$ cat src/rtl/octogen_pkg.sv
// Shared UDP-layer definitions: arbiter FSM states, header field widths and
// the packed UDP header payload used by the TX arbiter.
package octogen_pkg;

    localparam int unsigned IP_W   = 32;
    localparam int unsigned PORT_W = 16;
    localparam int unsigned DATA_W = 8;
    localparam int unsigned CNT_W  = 16;

    typedef enum logic [1:0] {
        IDLE    = 2'd0,
        HDR     = 2'd1,
        PAYLOAD = 2'd2
    } arb_state_e;

    typedef struct packed {
        logic [IP_W-1:0]   dest_ip;
        logic [PORT_W-1:0] src_port;
        logic [PORT_W-1:0] dest_port;
    } udp_hdr_t;

endpackage

$ cat src/rtl/udp_tx_arbiter_rr_pick.sv
// rr_pick: combinational round-robin priority encoder.
// Scans req starting at last_grant+1, wrapping modulo NUM_SRC.
//   req        - request vector, one bit per source
//   last_grant - index of the most recently served source
//   found      - at least one request is set
//   idx        - first requesting index in round-robin order
module rr_pick #(
    parameter int unsigned NUM_SRC = 4,
    parameter int unsigned IDX_W   = $clog2(NUM_SRC)
) (
    input  logic [NUM_SRC-1:0] req,
    input  logic [IDX_W-1:0]   last_grant,
    output logic               found,
    output logic [IDX_W-1:0]   idx
);

    logic [IDX_W-1:0] cand;

    // First hit wins; later candidates are masked by found.
    always_comb begin
        found = 1'b0;
        idx   = '0;
        cand  = '0;
        for (int unsigned i = 1; i <= NUM_SRC; i++) begin
            cand = IDX_W'((32'(last_grant) + i) % NUM_SRC);
            if (!found && req[cand]) begin
                found = 1'b1;
                idx   = cand;
            end
        end
    end

endmodule

$ cat src/rtl/udp_tx_arbiter.sv
// udp_tx_arbiter: shares the UDP TX header + 8-bit AXI-Stream payload path
// between NUM_SRC requesters, granting whole packets in round-robin order.
// Ports:
//   clk, rst_n                         - clock, async active-low reset
//   s_hdr_valid/ready, s_dest_ip,
//   s_src_port, s_dest_port            - per-source header handshake + fields
//   s_tdata/tvalid/tlast/tready        - per-source payload stream
//   udp_tx_hdr_valid/ready, udp_tx_*   - shared header toward Ethernet I/O
//   udp_tx_tdata/tvalid/tlast/tready   - shared payload toward Ethernet I/O
//   grant_idx                          - current or most recent grant
//   busy                               - a grant is held
//   pkt_count                          - per-source 16-bit packet counters
//                                        (only with UDP_TX_ARB_STATS_EN)
module udp_tx_arbiter
    import octogen_pkg::*;
#(
    parameter int unsigned NUM_SRC = 4,
    parameter int unsigned IDX_W   = $clog2(NUM_SRC)
) (
    input  logic                        clk,
    input  logic                        rst_n,
    input  logic [NUM_SRC-1:0]          s_hdr_valid,
    output logic [NUM_SRC-1:0]          s_hdr_ready,
    input  logic [IP_W*NUM_SRC-1:0]     s_dest_ip,
    input  logic [PORT_W*NUM_SRC-1:0]   s_src_port,
    input  logic [PORT_W*NUM_SRC-1:0]   s_dest_port,
    input  logic [DATA_W*NUM_SRC-1:0]   s_tdata,
    input  logic [NUM_SRC-1:0]          s_tvalid,
    input  logic [NUM_SRC-1:0]          s_tlast,
    output logic [NUM_SRC-1:0]          s_tready,
    output logic                        udp_tx_hdr_valid,
    input  logic                        udp_tx_hdr_ready,
    output logic [IP_W-1:0]             udp_tx_dest_ip,
    output logic [PORT_W-1:0]           udp_tx_src_port,
    output logic [PORT_W-1:0]           udp_tx_dest_port,
    output logic [DATA_W-1:0]           udp_tx_tdata,
    output logic                        udp_tx_tvalid,
    output logic                        udp_tx_tlast,
    input  logic                        udp_tx_tready,
    output logic [IDX_W-1:0]            grant_idx,
    output logic                        busy
`ifdef UDP_TX_ARB_STATS_EN
    ,
    output logic [CNT_W*NUM_SRC-1:0]    pkt_count
`endif
);

    arb_state_e        state_q, state_d;
    logic [IDX_W-1:0]  grant_q, grant_d;
    logic [IDX_W-1:0]  last_q, last_d;
    logic              pick_found;
    logic [IDX_W-1:0]  pick_idx;
    logic              tlast_fire;

    udp_hdr_t          hdr_arr  [NUM_SRC];
    logic [DATA_W-1:0] data_arr [NUM_SRC];

    // Unflatten per-source buses so muxing is a plain array index.
    for (genvar g = 0; g < NUM_SRC; g++) begin : g_unpack
        assign hdr_arr[g]  = {s_dest_ip[g*IP_W +: IP_W],
                              s_src_port[g*PORT_W +: PORT_W],
                              s_dest_port[g*PORT_W +: PORT_W]};
        assign data_arr[g] = s_tdata[g*DATA_W +: DATA_W];
    end

    rr_pick #(
        .NUM_SRC (NUM_SRC),
        .IDX_W   (IDX_W)
    ) u_pick (
        .req        (s_hdr_valid),
        .last_grant (last_q),
        .found      (pick_found),
        .idx        (pick_idx)
    );

    // State, grant and busy registers.
    always_ff @(posedge clk or negedge rst_n) begin
        if (!rst_n) begin
            state_q <= IDLE;
            grant_q <= '0;
            last_q  <= IDX_W'(NUM_SRC - 1);
            busy    <= 1'b0;
        end else begin
            state_q <= state_d;
            grant_q <= grant_d;
            last_q  <= last_d;
            busy    <= (state_d != IDLE);
        end
    end

    // Next state plus combinational steering from the registered grant.
    always_comb begin
        state_d          = state_q;
        grant_d          = grant_q;
        last_d           = last_q;
        tlast_fire       = 1'b0;
        s_hdr_ready      = '0;
        s_tready         = '0;
        udp_tx_hdr_valid = 1'b0;
        udp_tx_dest_ip   = '0;
        udp_tx_src_port  = '0;
        udp_tx_dest_port = '0;
        udp_tx_tdata     = '0;
        udp_tx_tvalid    = 1'b0;
        udp_tx_tlast     = 1'b0;
        case (state_q)
            IDLE: begin
                if (pick_found) begin
                    grant_d = pick_idx;
                    state_d = HDR;
                end
            end
            HDR: begin
                // A requester withdrawing here keeps its grant; valid just follows it.
                udp_tx_hdr_valid     = s_hdr_valid[grant_q];
                udp_tx_dest_ip       = hdr_arr[grant_q].dest_ip;
                udp_tx_src_port      = hdr_arr[grant_q].src_port;
                udp_tx_dest_port     = hdr_arr[grant_q].dest_port;
                s_hdr_ready[grant_q] = udp_tx_hdr_ready;
                if (udp_tx_hdr_valid && udp_tx_hdr_ready) begin
                    state_d = PAYLOAD;
                end
            end
            PAYLOAD: begin
                udp_tx_tdata      = data_arr[grant_q];
                udp_tx_tvalid     = s_tvalid[grant_q];
                udp_tx_tlast      = s_tlast[grant_q];
                s_tready[grant_q] = udp_tx_tready;
                tlast_fire        = udp_tx_tvalid && udp_tx_tready && udp_tx_tlast;
                if (tlast_fire) begin
                    last_d  = grant_q;
                    state_d = IDLE;
                end
            end
            default: state_d = IDLE;
        endcase
    end

    assign grant_idx = grant_q;

`ifdef UDP_TX_ARB_STATS_EN
    logic [CNT_W-1:0] cnt_q [NUM_SRC];

    // Per-source completed-packet counters, wrapping.
    always_ff @(posedge clk or negedge rst_n) begin
        if (!rst_n) begin
            for (int i = 0; i < int'(NUM_SRC); i++) begin
                cnt_q[i] <= '0;
            end
        end else if (tlast_fire) begin
            cnt_q[grant_q] <= cnt_q[grant_q] + CNT_W'(1);
        end
    end

    for (genvar g = 0; g < NUM_SRC; g++) begin : g_cnt
        assign pkt_count[g*CNT_W +: CNT_W] = cnt_q[g];
    end
`endif

endmodule

$ cat config.mk
export PLATFORM = sky130hd
export DESIGN_NAME = udp_tx_arbiter
export DESIGN_NICKNAME = d
export VERILOG_FILES = /design/src/rtl/octogen_pkg.sv /design/src/rtl/udp_tx_arbiter_rr_pick.sv /design/src/rtl/udp_tx_arbiter.sv
export SDC_FILE = /design/constraint.sdc
export NUM_CORES = 1
export LEC_CHECK = 0
export CAP_MARGIN = 40
export CORE_AREA = 10 10 144 146
export DETAILED_ROUTE_END_ITERATION = 10
export DIE_AREA = 0 0 154 156
export SLEW_MARGIN = 10
export SYNTH_ARGS = -nofsm -noshare
export SYNTH_HDL_FRONTEND = slang
export SYNTH_SLANG_ARGS = --single-unit
$ cat constraint.sdc
create_clock -name clk -period 2 [get_ports clk]
set_clock_uncertainty 0.2 [all_clocks]
set_input_delay 0.4 -clock clk [delete_from_list [all_inputs] [get_ports clk]]
set_output_delay 0.4 -clock clk [all_outputs]
set_load 0.01 [all_outputs]
# After elaboration in Yosys (flattened, before gate mapping)

Index checks and enable logic that the tools add are counted.

Input port bits: 304
Output and inout port bits: 86
Register bits after elaboration: 7
Logic and storage cells: 77

Add/subtract/negate cells: 4
Bitwise gates (word level): 3
Equality and inequality tests: 2
Magnitude comparators: 7
Mux-type cells: 43
Reduce and logical (&&, ||, !) cells: 14

Operators by type and width:

| kind                | number |
|---|---|
| $bmux 64 s2         | 1 |
| $mux 64             | 2 |
| $mux 16             | 2 |
| $mux 32             | 1 |
| $mux 8              | 3 |
| $bmux 8 s2          | 1 |
| $lt 2x3->1 const B  | 5 |
| $mux 1              | 15 |
| $bmux 1 s2          | 7 |
| $mux 2              | 7 |
| $and 4x4->4         | 2 |
| $mux 4              | 2 |
| $logic_and 1x1->1   | 7 |
| $pmux 2 s3          | 1 |
| $add 2x1->2 const B | 2 |
| $add 2x2->2 const B | 2 |
| $reduce_and 2->1    | 2 |
| $ge 3x3->1 const B  | 1 |
| $logic_not 1->1     | 3 |
| $not 2->3           | 1 |
| $demux 1 s2         | 1 |
| $eq 2x1->1 const B  | 1 |
| $eq 2x2->1 const B  | 1 |
| $ge 2x1->1 const B  | 1 |
| 2 further kinds     | 2 |

# Depth between registers and ports, before layout

Word-level depth: 16
Gate-level depth with buffers: 5
Depth with buffers taken out: 3

# Cells and area by module

A second synthesis with hierarchy kept.

Cells, all modules: 224
Area, all modules: 2726.4 um^2

Modules (own cells, without submodules):

| module         | instances | area an instance (um^2) | cells each |
|---|---|---|---|
| udp_tx_arbiter | 1         | 2635.0                  | 210 |
| rr_pick        | 1         | 91.3                    | 14 |

# Least setup slack after synthesis

OpenSTA, ideal clock, no wires.

Path type: register -> output
From: register grant_q[0], in the netlist grant_idx[0]
To: output udp_tx_dest_ip[0]
Data arrival time: 1.528 ns
Path slack: -0.128 ns
Cell stages (with the launch flop): 5
Path through: dfrtp_1 > buf_6 > buf_2 > mux4_2 > and2_1

Longest elaborated chain between the ends: 5

Ends and longest elaborated chain:

| element                         | RTL line              | text |
|---|---|---|
| start: declaration              | udp_tx_arbiter.sv:49  | `logic [IDX_W-1:0] grant_q, grant_d;` |
| start signal: assignment        | udp_tx_arbiter.sv:85  | `grant_q <= grant_d;` |
| $not 2->3 (not written as such) | udp_tx_arbiter.sv:116 | `udp_tx_dest_ip = hdr_arr[grant_q].dest_ip;` |
| $bmux 64 s2                     | udp_tx_arbiter.sv:116 |  |
| $mux 64 (2 in a row)            | n/a                   |  |
| $mux 32                         | udp_tx_arbiter.sv:106 | `case (state_q)` |
| end: declaration                | udp_tx_arbiter.sv:33  | `output logic [IP_W-1:0] udp_tx_dest_ip,` |

No other way between the ends. The select of a mux whose other input is x is not followed.

# Worst setup path after layout

From: register grant_q[0], in the netlist grant_idx[0]
To: output udp_tx_dest_ip[23]

The elaborated chain is that of the path after synthesis.

==> flow_summary.toml <==
[final_layout]
diodes = 0
areaGrowthSynthToFinish_pct = 192
nNetsFinal = 961
drive_above_1_share_pct = 46.8
fillers = 1612
multi_input_area_mm2 = 0.00268
layout.cells.non_filler = 885
regArea_um2 = 185

[clock_network]
cts_buffers = 3
path_clk_slew_ps = 40
clk_path_buf_depth = 2
clock_latency_ps = 230
cts_hold_buf = 0
cts_num_sinks = 7
htreeDepth = 1
cts_tree = "built"
ctsRootBufferMaster = "clkbuf_16"

[grt]
grtUsageTotal_pct = 15.6
gr-total-overflow = 0
grt_max_degree = 37
grt_pass1_wl_um = 29100
antenna_found_initial = 0
grt_pass1_vias = 4586

[flow_run]
drv_cap = 0

[routing]
drc = 0
vias_per_cell = 4.45
drt_iter0_drc = 153
wire_per_inst_um = 23.3
wl_um = 20600
vias = 3936
dr.pass1.iters = 4
drtAntennaViolNets = 0

[synth]
synth_mux_area_share_pct = 63.5
synth_compound_area_share_pct = 2.66
syn_nets = 528
yosysMostFrequentCell = "and2_1"
synthSimpleGateAreaFrac_pct = 22.5
synth.largest_area_cell = "mux4_2"
yosysWarningCount = 0
syn-cell-area_mm2 = 0.00273
synth_flop_cell = "dfrtp_1"
synthTopCellsByArea = "mux4_2, and2_1, dfrtp_1"
synthAdderAreaFrac_pct = 0
postSynth.asyncResetShare_pct = 100
synth-edff-count = 0
ys_seq_area_share_pct = 6.51
synth.top_cell.area_share_pct = 61.9
syn_inst = 224
ys_ff_latch = 7
ys_types = 29
avgSynthCellArea_um2 = 12.2
synth-xor-area-share_pct = 0
yosys-top-cells-count = "and2_1, mux4_2, clkbuf_1, buf_2, nor2_1"
synth_top_family_by_area = "multiplexers"

[critical_path]
crit_path_end_kind = "output pin"
cp.arrival_ps = 1880
r2r_cells = 6
rrSetupSlack_ps = -190
crit_fanout = 6
cp-start-kind = "flip-flop"
crit_type = "reg2out"
rr_endpoint = "busy"
required_ps = 1400
r2r-start = "grant_idx[0]"

[pwr]
vdd_ir_drop_max_mv = 0.605
combPwrFrac_pct = 92.9
pwr_density_cell_mw_per_mm2 = 1190
pwr-share-seq_pct = 3.6
clkPwrFrac_pct = 3.6
internal_power_w = 0.00603
power.switching_w = 0.00344
power.total_w = 0.00947
leakage_nw = 3.19
swShare_pct = 36.3

[sta]
rsz0062_at_grt = "yes"
hold_viol_final = 0
setup_violations = 87
max_slew_margin_pct = 77.1
slew_viol_final = 0
hold_ws_ps = 241
tightest_slew_ps = 342
fin_ws_ps = -483
fin_crit_ps = 2480
timing.fmax_ghz = 0.403
min_period_over_period_pct = 124

[floorplan]
die_y_um = 156
core_region_area_mm2 = 0.0178
die_x_um = 154
num_rows = 49
ioPinCount = 390
start_util_pct = 15.3
dieArea_mm2 = 0.0240

[placement]
place_inst = 846
hpwlAfterDp_um = 17300
port-buffer-count = 389
gp_congestion = 0.897

[status]
violations = "negative setup slack"
status = "finished with violations"

[min_path]
hold_path.class = "in2async"
sequential cells by signal (all words and copies together), names as in the netlist:
signal / flops
last_q: 2
busy: 1
state_q: 2
grant_idx: 2
worst max-delay path by stage:
stage,startpoint,end,slack [ps]
finish,grant_idx[0],udp_tx_dest_ip[23],-480
global route,grant_idx[0],udp_tx_dest_ip[24],-530
CTS,grant_idx[0],udp_tx_dest_port[12],-570
detailed placement,s_tlast[2],udp_tx_tlast,-740
global placement,s_tlast[2],udp_tx_tlast,-740
floorplan,grant_idx[0],udp_tx_dest_ip[0],-30
worst max-delay path, cell delays in order (launching register included):
cell and delay [ps]:
dfrtp_4 500, buf_12 160, buf_16 140, buf_12 140, mux4_2 420, and2_1 150
buf_2 130
per-layer routing:
layer	vias to the layer above	GRT usage, %	routed length (um)
met3	14	5.90	2130
met5	-	0	0
li1	1767	-	-
met2	250	29.5	11200
met4	0	1.93	204
met1	1905	16.5	7100
what timing repair did:
action	4_1_cts	5_1_grt
buffers inserted	18	15
setup endpoints to repair	90	90
pin swaps	5	26
gates cloned	5	1
gates resized for setup	334	190
cells by family after synthesis:
kind of cell / Yosys count
buffers and inverters: 27
multiplexers: 79
AO/OA/AOI/OAI: 9
flip-flops: 7
AND/OR/NAND/NOR: 102
cell type report:
cell class,count,share of cell area [%]
Clock buffer,4,0.990
Inverter,1,0.0471
Multi-Input combinational cell,190,33.6
Sequential cell,7,2.33
Tap cell,229,3.60
Timing Repair Buffer,454,59.4
power groups by stage:
stage | sequential (W) | clock, W | combinational [W]
2_1_floorplan | 0.000292 | 0 | 0.00351
3_3_place_gp | 0.000380 | 0 | 0.00686
3_5_place_dp | 0.000386 | 0 | 0.00691
4_1_cts | 0.000330 | 0.000345 | 0.00745
5_1_grt | 0.000349 | 0.000360 | 0.00935
6_report | 0.000336 | 0.000340 | 0.00879
stage by stage:
stage                     setup TNS (ps)  utilization [%]  worst slack [ps]  cell area [um^2]
after floorplan                    -2450                -             -34.4              2750
after global placement            -47690             39.7              -738              7090
after detailed placement          -48200             39.7              -744              7090
after CTS                         -36020             41.7              -570              7440
after global routing              -36330             44.6              -527              7960
final                             -32000             44.6              -483              7960
placed cells by master (no fill, tap or decap), types with 2 or more instances in the layout:
master,netlist,final
and2_4,0,56
a31oi_1,2,2
mux2_4,0,2
dfrtp_1,5,3
buf_8,0,2
nand2_1,4,2
a21o_1,2,2
nor2_4,0,3
buf_2,9,22
nand2b_1,5,2
mux4_2,75,75
dfstp_2,2,2
clkdlybuf4s50_1,0,302
nor2_1,8,4
clkbuf_2,0,2
nand2b_4,0,3
dlygate4sd2_1,0,2
buf_16,0,3
and2_1,76,20
buf_6,1,77
buf_12,0,19
clkbuf_16,0,4
buf_4,3,22
dfrtp_4,0,2
Note: power is estimated with default switching activity, not from simulation.
